**src/rtl/axi_int_block.sv**
```systemverilog
// rtl/axi_int_block.sv - AXI4-Lite test peripheral raising a level interrupt a fixed delay after a DATA write
`timescale 1ns/1ps
module axi_int_block #(
    parameter int DELAY_MAX               = 100_000_000,
    parameter int C_S00_AXI_DATA_WIDTH    = 32,
    parameter int C_S00_AXI_ADDR_WIDTH    = 4,
    parameter int C_S_AXI_INTR_DATA_WIDTH = 32,
    parameter int C_S_AXI_INTR_ADDR_WIDTH = 5
) (
    input  logic                                   s00_axi_aclk,
    input  logic                                   s00_axi_areset,
    input  logic [C_S00_AXI_ADDR_WIDTH-1:0]        s00_axi_awaddr,
    input  logic [2:0]                             s00_axi_awprot,
    input  logic                                   s00_axi_awvalid,
    output logic                                   s00_axi_awready,
    input  logic [C_S00_AXI_DATA_WIDTH-1:0]        s00_axi_wdata,
    input  logic [C_S00_AXI_DATA_WIDTH/8-1:0]      s00_axi_wstrb,
    input  logic                                   s00_axi_wvalid,
    output logic                                   s00_axi_wready,
    output logic [1:0]                             s00_axi_bresp,
    output logic                                   s00_axi_bvalid,
    input  logic                                   s00_axi_bready,
    input  logic [C_S00_AXI_ADDR_WIDTH-1:0]        s00_axi_araddr,
    input  logic [2:0]                             s00_axi_arprot,
    input  logic                                   s00_axi_arvalid,
    output logic                                   s00_axi_arready,
    output logic [C_S00_AXI_DATA_WIDTH-1:0]        s00_axi_rdata,
    output logic [1:0]                             s00_axi_rresp,
    output logic                                   s00_axi_rvalid,
    input  logic                                   s00_axi_rready,
    input  logic [C_S_AXI_INTR_ADDR_WIDTH-1:0]     s_axi_intr_awaddr,
    input  logic [2:0]                             s_axi_intr_awprot,
    input  logic                                   s_axi_intr_awvalid,
    output logic                                   s_axi_intr_awready,
    input  logic [C_S_AXI_INTR_DATA_WIDTH-1:0]     s_axi_intr_wdata,
    input  logic [C_S_AXI_INTR_DATA_WIDTH/8-1:0]   s_axi_intr_wstrb,
    input  logic                                   s_axi_intr_wvalid,
    output logic                                   s_axi_intr_wready,
    output logic [1:0]                             s_axi_intr_bresp,
    output logic                                   s_axi_intr_bvalid,
    input  logic                                   s_axi_intr_bready,
    input  logic [C_S_AXI_INTR_ADDR_WIDTH-1:0]     s_axi_intr_araddr,
    input  logic [2:0]                             s_axi_intr_arprot,
    input  logic                                   s_axi_intr_arvalid,
    output logic                                   s_axi_intr_arready,
    output logic [C_S_AXI_INTR_DATA_WIDTH-1:0]     s_axi_intr_rdata,
    output logic [1:0]                             s_axi_intr_rresp,
    output logic                                   s_axi_intr_rvalid,
    input  logic                                   s_axi_intr_rready,
    output logic                                   irq
);
    localparam int CW = $clog2(DELAY_MAX + 1);
    localparam logic [CW-1:0] LAST = CW'(DELAY_MAX - 1);

    typedef enum logic [1:0] {IDLE = 2'b00, WAITING = 2'b01, INTERRUPT = 2'b10, DONE = 2'b11} state_t;

    state_t                            state, state_next;
    logic [CW-1:0]                     counter;
    logic                              pending;
    logic [C_S00_AXI_DATA_WIDTH-1:0]   data_reg;
    logic                              int_en;
    logic                              gie;
    logic [C_S00_AXI_DATA_WIDTH-1:0]   s00_rmux;
    logic [C_S_AXI_INTR_DATA_WIDTH-1:0] intr_rmux;

    // Ready is combinational so a handshake completes in the cycle valid is first seen
    logic s00_wr, s00_rd, intr_wr, intr_rd;
    assign s00_wr  = s00_axi_awvalid & s00_axi_wvalid & ~s00_axi_bvalid & ~s00_axi_areset;
    assign s00_rd  = s00_axi_arvalid & ~s00_axi_rvalid & ~s00_axi_areset;
    assign intr_wr = s_axi_intr_awvalid & s_axi_intr_wvalid & ~s_axi_intr_bvalid & ~s00_axi_areset;
    assign intr_rd = s_axi_intr_arvalid & ~s_axi_intr_rvalid & ~s00_axi_areset;

    assign s00_axi_awready    = s00_wr;
    assign s00_axi_wready     = s00_wr;
    assign s00_axi_arready    = s00_rd;
    assign s_axi_intr_awready = intr_wr;
    assign s_axi_intr_wready  = intr_wr;
    assign s_axi_intr_arready = intr_rd;
    assign s00_axi_bresp      = 2'b00;
    assign s00_axi_rresp      = 2'b00;
    assign s_axi_intr_bresp   = 2'b00;
    assign s_axi_intr_rresp   = 2'b00;

    logic data_wr, ctrl_wr;
    assign data_wr = s00_wr && (s00_axi_awaddr[3:2] == 2'd0);
    assign ctrl_wr = s00_wr && (s00_axi_awaddr[3:2] == 2'd1);

    always_ff @(posedge s00_axi_aclk) begin
        if (s00_axi_areset) begin
            state   <= IDLE;
            counter <= '0;
            pending <= 1'b0;
        end else begin
            state   <= state_next;
            pending <= (state_next == INTERRUPT);
            if (state == WAITING && state_next == WAITING)
                counter <= counter + 1'b1;
            else
                counter <= '0;
        end
    end

    // CTRL bit1 (back to IDLE) takes priority over everything, including bit0 in the same write
    always_comb begin
        state_next = state;
        if (ctrl_wr && s00_axi_wdata[1]) begin
            state_next = IDLE;
        end else begin
            case (state)
                IDLE:      if (data_wr) state_next = WAITING;
                WAITING:   if (counter == LAST) state_next = INTERRUPT;
                INTERRUPT: if (ctrl_wr && s00_axi_wdata[0]) state_next = DONE;
                default:   state_next = state;
            endcase
        end
    end

    always_comb begin
        irq = pending & int_en & gie;
    end

    always_ff @(posedge s00_axi_aclk) begin
        if (s00_axi_areset) begin
            data_reg          <= '0;
            int_en            <= 1'b0;
            gie               <= 1'b0;
            s00_axi_bvalid    <= 1'b0;
            s00_axi_rvalid    <= 1'b0;
            s00_axi_rdata     <= '0;
            s_axi_intr_bvalid <= 1'b0;
            s_axi_intr_rvalid <= 1'b0;
            s_axi_intr_rdata  <= '0;
        end else begin
            if (data_wr) begin
                for (int b = 0; b < C_S00_AXI_DATA_WIDTH / 8; b++)
                    if (s00_axi_wstrb[b]) data_reg[b*8 +: 8] <= s00_axi_wdata[b*8 +: 8];
            end
            if (s00_wr && s00_axi_awaddr[3:2] == 2'd3 && s00_axi_wstrb[0])
                int_en <= s00_axi_wdata[0];
            if (intr_wr && s_axi_intr_awaddr[4:2] == 3'd0 && s_axi_intr_wstrb[0])
                gie <= s_axi_intr_wdata[0];

            if (s00_wr)              s00_axi_bvalid <= 1'b1;
            else if (s00_axi_bready) s00_axi_bvalid <= 1'b0;
            if (s00_rd) begin
                s00_axi_rvalid <= 1'b1;
                s00_axi_rdata  <= s00_rmux;
            end else if (s00_axi_rready) begin
                s00_axi_rvalid <= 1'b0;
            end

            if (intr_wr)                s_axi_intr_bvalid <= 1'b1;
            else if (s_axi_intr_bready) s_axi_intr_bvalid <= 1'b0;
            if (intr_rd) begin
                s_axi_intr_rvalid <= 1'b1;
                s_axi_intr_rdata  <= intr_rmux;
            end else if (s_axi_intr_rready) begin
                s_axi_intr_rvalid <= 1'b0;
            end
        end
    end

    always_comb begin
        s00_rmux = '0;
        case (s00_axi_araddr[3:2])
            2'd0:    s00_rmux = data_reg;
            2'd2:    s00_rmux[2:0] = {state, pending};
            2'd3:    s00_rmux[0] = int_en;
            default: s00_rmux = '0;
        endcase
    end

    always_comb begin
        intr_rmux = '0;
        case (s_axi_intr_araddr[4:2])
            3'd0:    intr_rmux[0] = gie;
            3'd1:    intr_rmux[0] = pending;
            default: intr_rmux = '0;
        endcase
    end

    logic unused_ok;
    assign unused_ok = ^{s00_axi_awprot, s00_axi_arprot, s00_axi_awaddr[1:0], s00_axi_araddr[1:0],
                         s_axi_intr_awprot, s_axi_intr_arprot, s_axi_intr_awaddr[1:0], s_axi_intr_araddr[1:0],
                         s_axi_intr_wdata[C_S_AXI_INTR_DATA_WIDTH-1:1],
                         s_axi_intr_wstrb[C_S_AXI_INTR_DATA_WIDTH/8-1:1]};
endmodule

```
**config.mk**
```make
export PLATFORM = sky130hd
export DESIGN_NAME = axi_int_block
export DESIGN_NICKNAME = d
export VERILOG_FILES = /design/src/rtl/axi_int_block.sv
export SDC_FILE = /design/constraint.sdc
export NUM_CORES = 1
export LEC_CHECK = 0
export BUFFER_PORTS_ARGS = -buffer_cell sky130_fd_sc_hd__buf_2
export CAP_MARGIN = 20
export CORE_ASPECT_RATIO = 0.7
export CORE_MARGIN = 1
export CORE_UTILIZATION = 47
export CTS_CLUSTER_DIAMETER = 50
export DETAILED_ROUTE_END_ITERATION = 6
export PLACE_DENSITY_LB_ADDON = 0.05
export SYNTH_ARGS = -nofsm -noshare
export SYNTH_HDL_FRONTEND = slang
export SYNTH_SLANG_ARGS = --single-unit
```
**constraint.sdc**
```tcl
create_clock -name s00_axi_aclk -period 2.6 [get_ports s00_axi_aclk]
set_input_delay 0.13 -clock s00_axi_aclk [delete_from_list [all_inputs] [get_ports s00_axi_aclk]]
set_output_delay 0.13 -clock s00_axi_aclk [all_outputs]
set_load 0.05 [all_outputs]
```
==> flow_summary.yaml, run 1 <==
outcome:
  status: "finished clean"
setup_path:
  worst_setup_path_end_kind: "register"
  crit_cells: 5
  cp.required_ns: 2.86
  worstPathArrival_ns: 2.39
  path_delay_family: "simple AND/OR/NAND/NOR gates"
  crit_fanout: 9
  critical_path_class: "register to register"
  r2r-start: "counter[4]"
  crit_path_top_delay_cell: "or4_1"
  path_buf_inv: 1
  crit_path_max_incr_delay_ns: 0.51
  crit_path_start: "counter[4]"
  reg2reg_depth: 5
  path_cells: "and3_1, nand4_2, buf_4, or4_1, a211oi_1"
  start_kind: "register"
clock_tree:
  ctsHtreeMaxLevel: 3
  cts_buffers: 9
  cts-root-buf: "clkbuf_16"
  cts_tree: "done"
  clk_pin_slew_worst_paths_ns: 0.07
  cts_num_sinks: 101
  ctsLongestPathBuffers: 2
  clk_latency_ns: 0.34
timing:
  grt_setup_unrepaired: "no"
  relSlewSlack_pct: 62.34
  period_share_pct: 81.93
  fmax_ghz: 0.4695
  hold_violations: 0
  tightestPinTransition_ns: 0.5633
  timing.final.ws_setup_ns: 0.4699
  clock-skew-final_ns: 0.003522
  tns_ns: 0
  min_period_ns: 2.130
  finalMaxSlewViolations: 0
  hold_ws_ns: 0.01600
  setup_viol: 0
cells_and_area:
  diodes: 0
  final_nets: 705
  drive_above_1_share_pct: 24.92
  area_growth_pct: 19.60
  final-instance-count-excl-fill: 718
global_routing:
  gr-max-usage-layer: "met2"
  grt_max_degree: 74
  grt.met1_usage_pct: 30.00
  met3_usage_pct: 6.079
  grt.total_usage_pct: 21.72
  grt_overflow: 0
  grt_first_pass_wirelength_um: 17130
  grt_pass1_vias: 3401
  grt_antenna_before_repair: 0
  met2_usage_pct: 32.75
route:
  viasPerCell: 5.194
  ant_nets: 0
  drt-total-wl_um: 10250
  dr.first_iter.drc_count: 204
  vias: 3729
  drc: 0
  wl_per_cell_um: 14.28
  firstDrtPassIters: 4
yosys:
  yosysUniqueCellTypes: 52
  synth-main-ff-cell: "dfxtp_1"
  seq_area_frac_synth_pct: 45.11
  synth-async-reset-ratio_pct: 0
  syn_inst: 491
  syn_avg_cell_area_sq_um: 9.128
  yosysWarningCount: 0
  synth_enable_flop_cells: 0
  synth-seq-cells: 101
  syn_area_sq_mm: 0.004482
job:
  maxCapViolCount: 0
placement:
  place_inst: 699
  detailedPlace.worstSlack_ns: 0.5261
  post-dp-hpwl_um: 6989
  io_buffers: 103
  gp_congestion: 0.8097
floorplan:
  die_area_sq_mm: 0.009936
  ioPinCount: 197
  initial_core_util_pct: 49.01
  die_h_um: 83.70
  dieWidth_um: 118.7
  core_area_sq_mm: 0.009144
  row_count: 29
power_and_ir_drop:
  powerDensity_mw_per_mm2: 648.3
  max-vdd-ir-drop_mv: 0.3467
  finalPower_mw: 3.475
  leakage_nw: 2.387
hold_path:
  worstHoldStart: "s00_axi_wdata[26]"
  hold_class: "input pin to register"
  hold_path_depth: 3
[final timing paths]
check | end | slack (ns)
setup / recovery | counter[23] | 0.47
hold / removal | data_reg[26] | 0.02
setup reg to reg | counter[23] | 0.47
hold reg to reg | s00_axi_rdata[11] | 0.45
[layout make-up]
cell class | instances | area [sq um]
tap | 124 | 155.1
clock buffer | 9 | 225.2
fill | 821 | 3784
timing repair buffer | 119 | 658.1
inverter | 6 | 22.52
clock inverter | 6 | 136.4
sequential | 101 | 2022
multi-input combinational | 353 | 2141
[placed cells by master, fill, tap and decap left out, types with 4 or more instances in the layout]
| cell | n |
|---|---|
| buf_2 | 103 |
| dfxtp_1 | 101 |
| nand3_1 | 44 |
| nor2_1 | 42 |
| nand2_1 | 42 |
| conb_1 | 39 |
| mux2i_1 | 35 |
| a21oi_1 | 32 |
| a211oi_1 | 16 |
| o31ai_1 | 11 |
| buf_4 | 11 |
| clkbuf_16 | 9 |
| o21ai_0 | 8 |
| nor3_1 | 7 |
| inv_1 | 6 |
| nand4_1 | 6 |
| xor2_1 | 6 |
| nor3b_1 | 4 |
| and3_1 | 4 |
| or4_1 | 4 |
| or3_1 | 4 |
| bufinv_16 | 4 |
| dlygate4sd3_1 | 4 |
[Yosys cell counts, drive strengths merged, types with 4 or more instances]
cell type    n  area (sq um)
nor3         7         35.03
nand2       42         157.7
nor4bb       4         40.04
o21ai        8         40.04
mux2i       35         350.3
o31ai       11         82.58
nand4        8         71.32
a21oi       32         160.2
nand3       44         220.2
a211oi      18         145.1
clkbuf      19         72.56
and3         4         25.02
nor3b        4         30.03
dfxtp      101          2022
nor2        43         161.4
buf         50         381.6
inv          6         22.52
or3          6         43.79
xor2         6         52.55
or4          9         78.83
[worst register-to-register path: cells and delay by family, from the launching register on]
| family | cells | cell delay (ns) |
|---|---|---|
| and+or+nand+nor | 3 | 1.16 |
| buffers and inverters | 1 | 0.26 |
| DFF | 1 | 0.38 |
| AOI/OAI and AO/OA | 1 | 0.24 |
[power breakdown]
| part | leakage [nW] | internal [mW] | switching, mW |
|---|---|---|---|
| clock network | 0.172 | 1.03 | 0.575 |
| logic | 1.40 | 0.0648 | 0.240 |
| registers | 0.814 | 1.55 | 0.00619 |
| total | 2.39 | 2.65 | 0.821 |
[cell families (layout without fill, tap and decap cells)]
logic type	Yosys count	in the layout	synth area share [%]
adders and majority gates	1	1	0.2791
DFF	101	101	45.11
muxes	37	37	8.319
xor gates and xnor gates	9	9	1.759
other	1	39	0.08367
AOI/OAI and AO/OA	78	78	11.20
and+or+nand+nor	189	189	22.61
buffers and inverters	75	140	10.64
[layer usage]
metal / share of wire, % / vias up
li1: - / 1856
met1: 49 / 1734
met2: 43 / 132
met3: 7.0 / 7
met4: 1.1 / 0
met5: 0 / -
[what timing repair did]
action,CTS,global route
gates resized for setup,0,0
hold buffers,4,0
endpoints found under the hold margin,3,0
buffers inserted,0,0
[stage by stage]
stage / utilization [%] / area (sq um)
after detailed placement: 54.23 / 4959
after global placement: 54.23 / 4959
after global routing: 58.62 / 5360
after floorplan: - / 4631
after CTS: 58.62 / 5360
final: 58.62 / 5360
Note: power is estimated with default switching activity, not from simulation.
==> run 2: changes to the inputs <==
--- a/config.mk
+++ b/config.mk
@@ -9,7 +9,7 @@
 export CAP_MARGIN = 20
 export CORE_ASPECT_RATIO = 0.7
 export CORE_MARGIN = 1
-export CORE_UTILIZATION = 47
+export CORE_UTILIZATION = 43
 export CTS_CLUSTER_DIAMETER = 50
 export DETAILED_ROUTE_END_ITERATION = 6
 export PLACE_DENSITY_LB_ADDON = 0.05
==> constraint.sdc (replaced) <==
create_clock -name s00_axi_aclk -period 1.8 [get_ports s00_axi_aclk]
set_input_delay 0.09 -clock s00_axi_aclk [delete_from_list [all_inputs] [get_ports s00_axi_aclk]]
set_output_delay 0.09 -clock s00_axi_aclk [all_outputs]
set_load 0.05 [all_outputs]
==> run 2 against run 1 <==
Against the previous run:
- the flow now finishes with violations (negative setup slack)
- setup slack got worse by 0.53 ns
- clock power increased by 18%
- highest routed layer unchanged
- design area increased by 14%
- non-clock buffer count increased by 70
==> flow_summary.yaml, run 2 (synthesized netlist as in run 1, its figures left out) <==
cells_and_area:
  diodes: 0
  post-route-util_pct: 61.40
  fillers: 878
  area_growth_pct: 35.76
  mostFrequentLayoutCell: "buf_2"
  multi_input_area_sq_mm: 0.002281
  final_nets: 775
  final_cell_mix: "buf_2, dfxtp_1, nand3_1"
  seq_area_sq_mm: 0.002032
  design_area_sq_mm: 0.006085
  drive_above_1_share_pct: 32.48
floorplan:
  die_h_um: 87.42
  dieWidth_um: 124.0
  core_area_sq_mm: 0.009910
  initial_core_util_pct: 45.23
  ioPinCount: 197
  die_area_sq_mm: 0.01084
  row_count: 30
global_routing:
  grt_max_degree: 48
  grt.total_usage_pct: 21.36
  grt_overflow: 0
  grt_first_pass_wirelength_um: 17660
  grt_antenna_before_repair: 0
  grt_pass1_vias: 3601
clock_tree:
  clk_pin_slew_worst_paths_ns: 0.07
  ctsHtreeMaxLevel: 3
  cts_buffers: 9
  ctsLongestPathBuffers: 2
  cts-root-buf: "clkbuf_16"
  cts_tree: "done"
  cts_num_sinks: 101
  clk_latency_ns: 0.35
setup_path:
  worst_setup_path_end_kind: "register"
  crit_path_max_incr_delay_ns: 0.63
  r2r-start: "counter[0]"
  path_cells: "ha_4, and3_4, nand4_1, or4_2, a211oi_2"
  path_buf_inv: 0
  start_kind: "register"
  cp.required_ns: 2.07
  path_delay_family: "simple AND/OR/NAND/NOR gates"
  worstPathArrival_ns: 2.13
  crit_path_start: "counter[0]"
  critical_path_class: "register to register"
  crit_fanout: 3
  crit_path_top_delay_cell: "or4_2"
placement:
  placed_cell_area_sq_mm: 0.005266
  gp_congestion: 0.7843
  io_buffers: 103
  post-dp-hpwl_um: 7543
route:
  drc: 0
  drt-total-wl_um: 11450
  firstDrtPassIters: 4
  viasPerCell: 5.145
  wl_per_cell_um: 14.44
  vias: 4080
  ant_nets: 0
  dr.first_iter.drc_count: 252
timing:
  min_period_ns: 1.865
  period_share_pct: 103.6
  grt_setup_unrepaired: "yes"
  hold_violations: 0
  finalMaxSlewViolations: 0
  clock-skew-final_ns: 0.006357
  timing.final.ws_setup_ns: -0.06475
  setup_viol: 7
  fmax_ghz: 0.5363
power_and_ir_drop:
  sw_frac_of_total_pct: 27.26
  seqPwrFrac_pct: 48.4
  clockPowerShare_pct: 40.7
  p_int_mw: 3.390
  powerDensity_mw_per_mm2: 766.0
  leakage_nw: 2.720
  p_switching_mw: 1.271
  combPwrFrac_pct: 10.9
  max-vdd-ir-drop_mv: 0.4775
hold_path:
  worstHoldStart: "s00_axi_wdata[0]"
  hold_class: "input pin to register"
outcome:
  status: "finished with violations"
  violations: "negative setup slack"
job:
  maxCapViolCount: 0
run 2: cell types whose count changed in the layout (fill, tap and decap cells not counted), moves of 3 or more:
cell           previous run  this run
dlygate4sd3_1             4        36
buf_4                    11        41
a211oi_1                 16         8
a211oi_2                  2        10
buf_6                     0         6
dfxtp_1                 101        95
dfxtp_2                   0         5
bufinv_16                 4         0
or4_1                     4         1
or4_4                     2         5
run 2: worst register-to-register path, stage by stage, from the launching register on:
cell and delay (ns):
dfxtp_4 0.37, ha_4 0.13, and3_4 0.18, nand4_1 0.24, or4_2 0.63, a211oi_2 0.24
run 2: through the flow:
stage	TNS, ns	setup slack (ns)	instances	power [mW]	hold WS, ns
3_3_place_gp	-0.08847	-0.05762	736	2.746	0.2742
5_1_grt	-0.8197	-0.1493	793	4.835	0.03537
4_1_cts	-0.006402	-0.006402	792	4.718	0.01288
2_1_floorplan	0	0.002501	529	2.694	0.1901
6_report	-0.3363	-0.06475	793	4.661	0.02430
3_5_place_dp	-0.3299	-0.09581	736	2.749	0.2787
run 2: final cells by class:
class	count	area share [%]
timing repair buffer	189	21.30
clock buffer	10	3.928
inverter	6	0.3701
sequential	101	33.40
clock inverter	6	0.8842
tap	128	2.632
multi-input combinational	353	37.49
run 2: repair_timing:
item	in CTS	in global routing
gates resized for setup	10	23
endpoints found under the setup margin	8	31
buffers inserted	4	1
pin swaps	8	2
hold buffers	36	0
endpoints found under the hold margin	36	0
cloned	0	1
run 2: final timing paths:
check / endpoint / slack [ns] / cells past startpoint
hold reg to reg: s00_axi_rdata[8] / 0.45 / 2
setup / recovery: counter[18] / -0.06 / 5
hold / removal: data_reg[0] / 0.02 / 3
setup reg to reg: counter[18] / -0.06 / 5
run 2: power groups by stage:
stage | Combinational (mW) | Clock [mW] | Sequential (mW)
final | 0.508 | 1.90 | 2.25
after global routing | 0.539 | 2.04 | 2.26
after CTS | 0.501 | 1.96 | 2.25
after detailed placement | 0.442 | 0 | 2.31
after global placement | 0.439 | 0 | 2.31
after floorplan | 0.365 | 0 | 2.33
run 2: routing by layer:
layer	wire length, um	up-vias	GRT usage, %
li1	-	2004	-
met1	5764	1919	30.68
met2	4923	147	31.01
met3	657	10	5.563
met4	109	0	6.494
met5	0	-	0
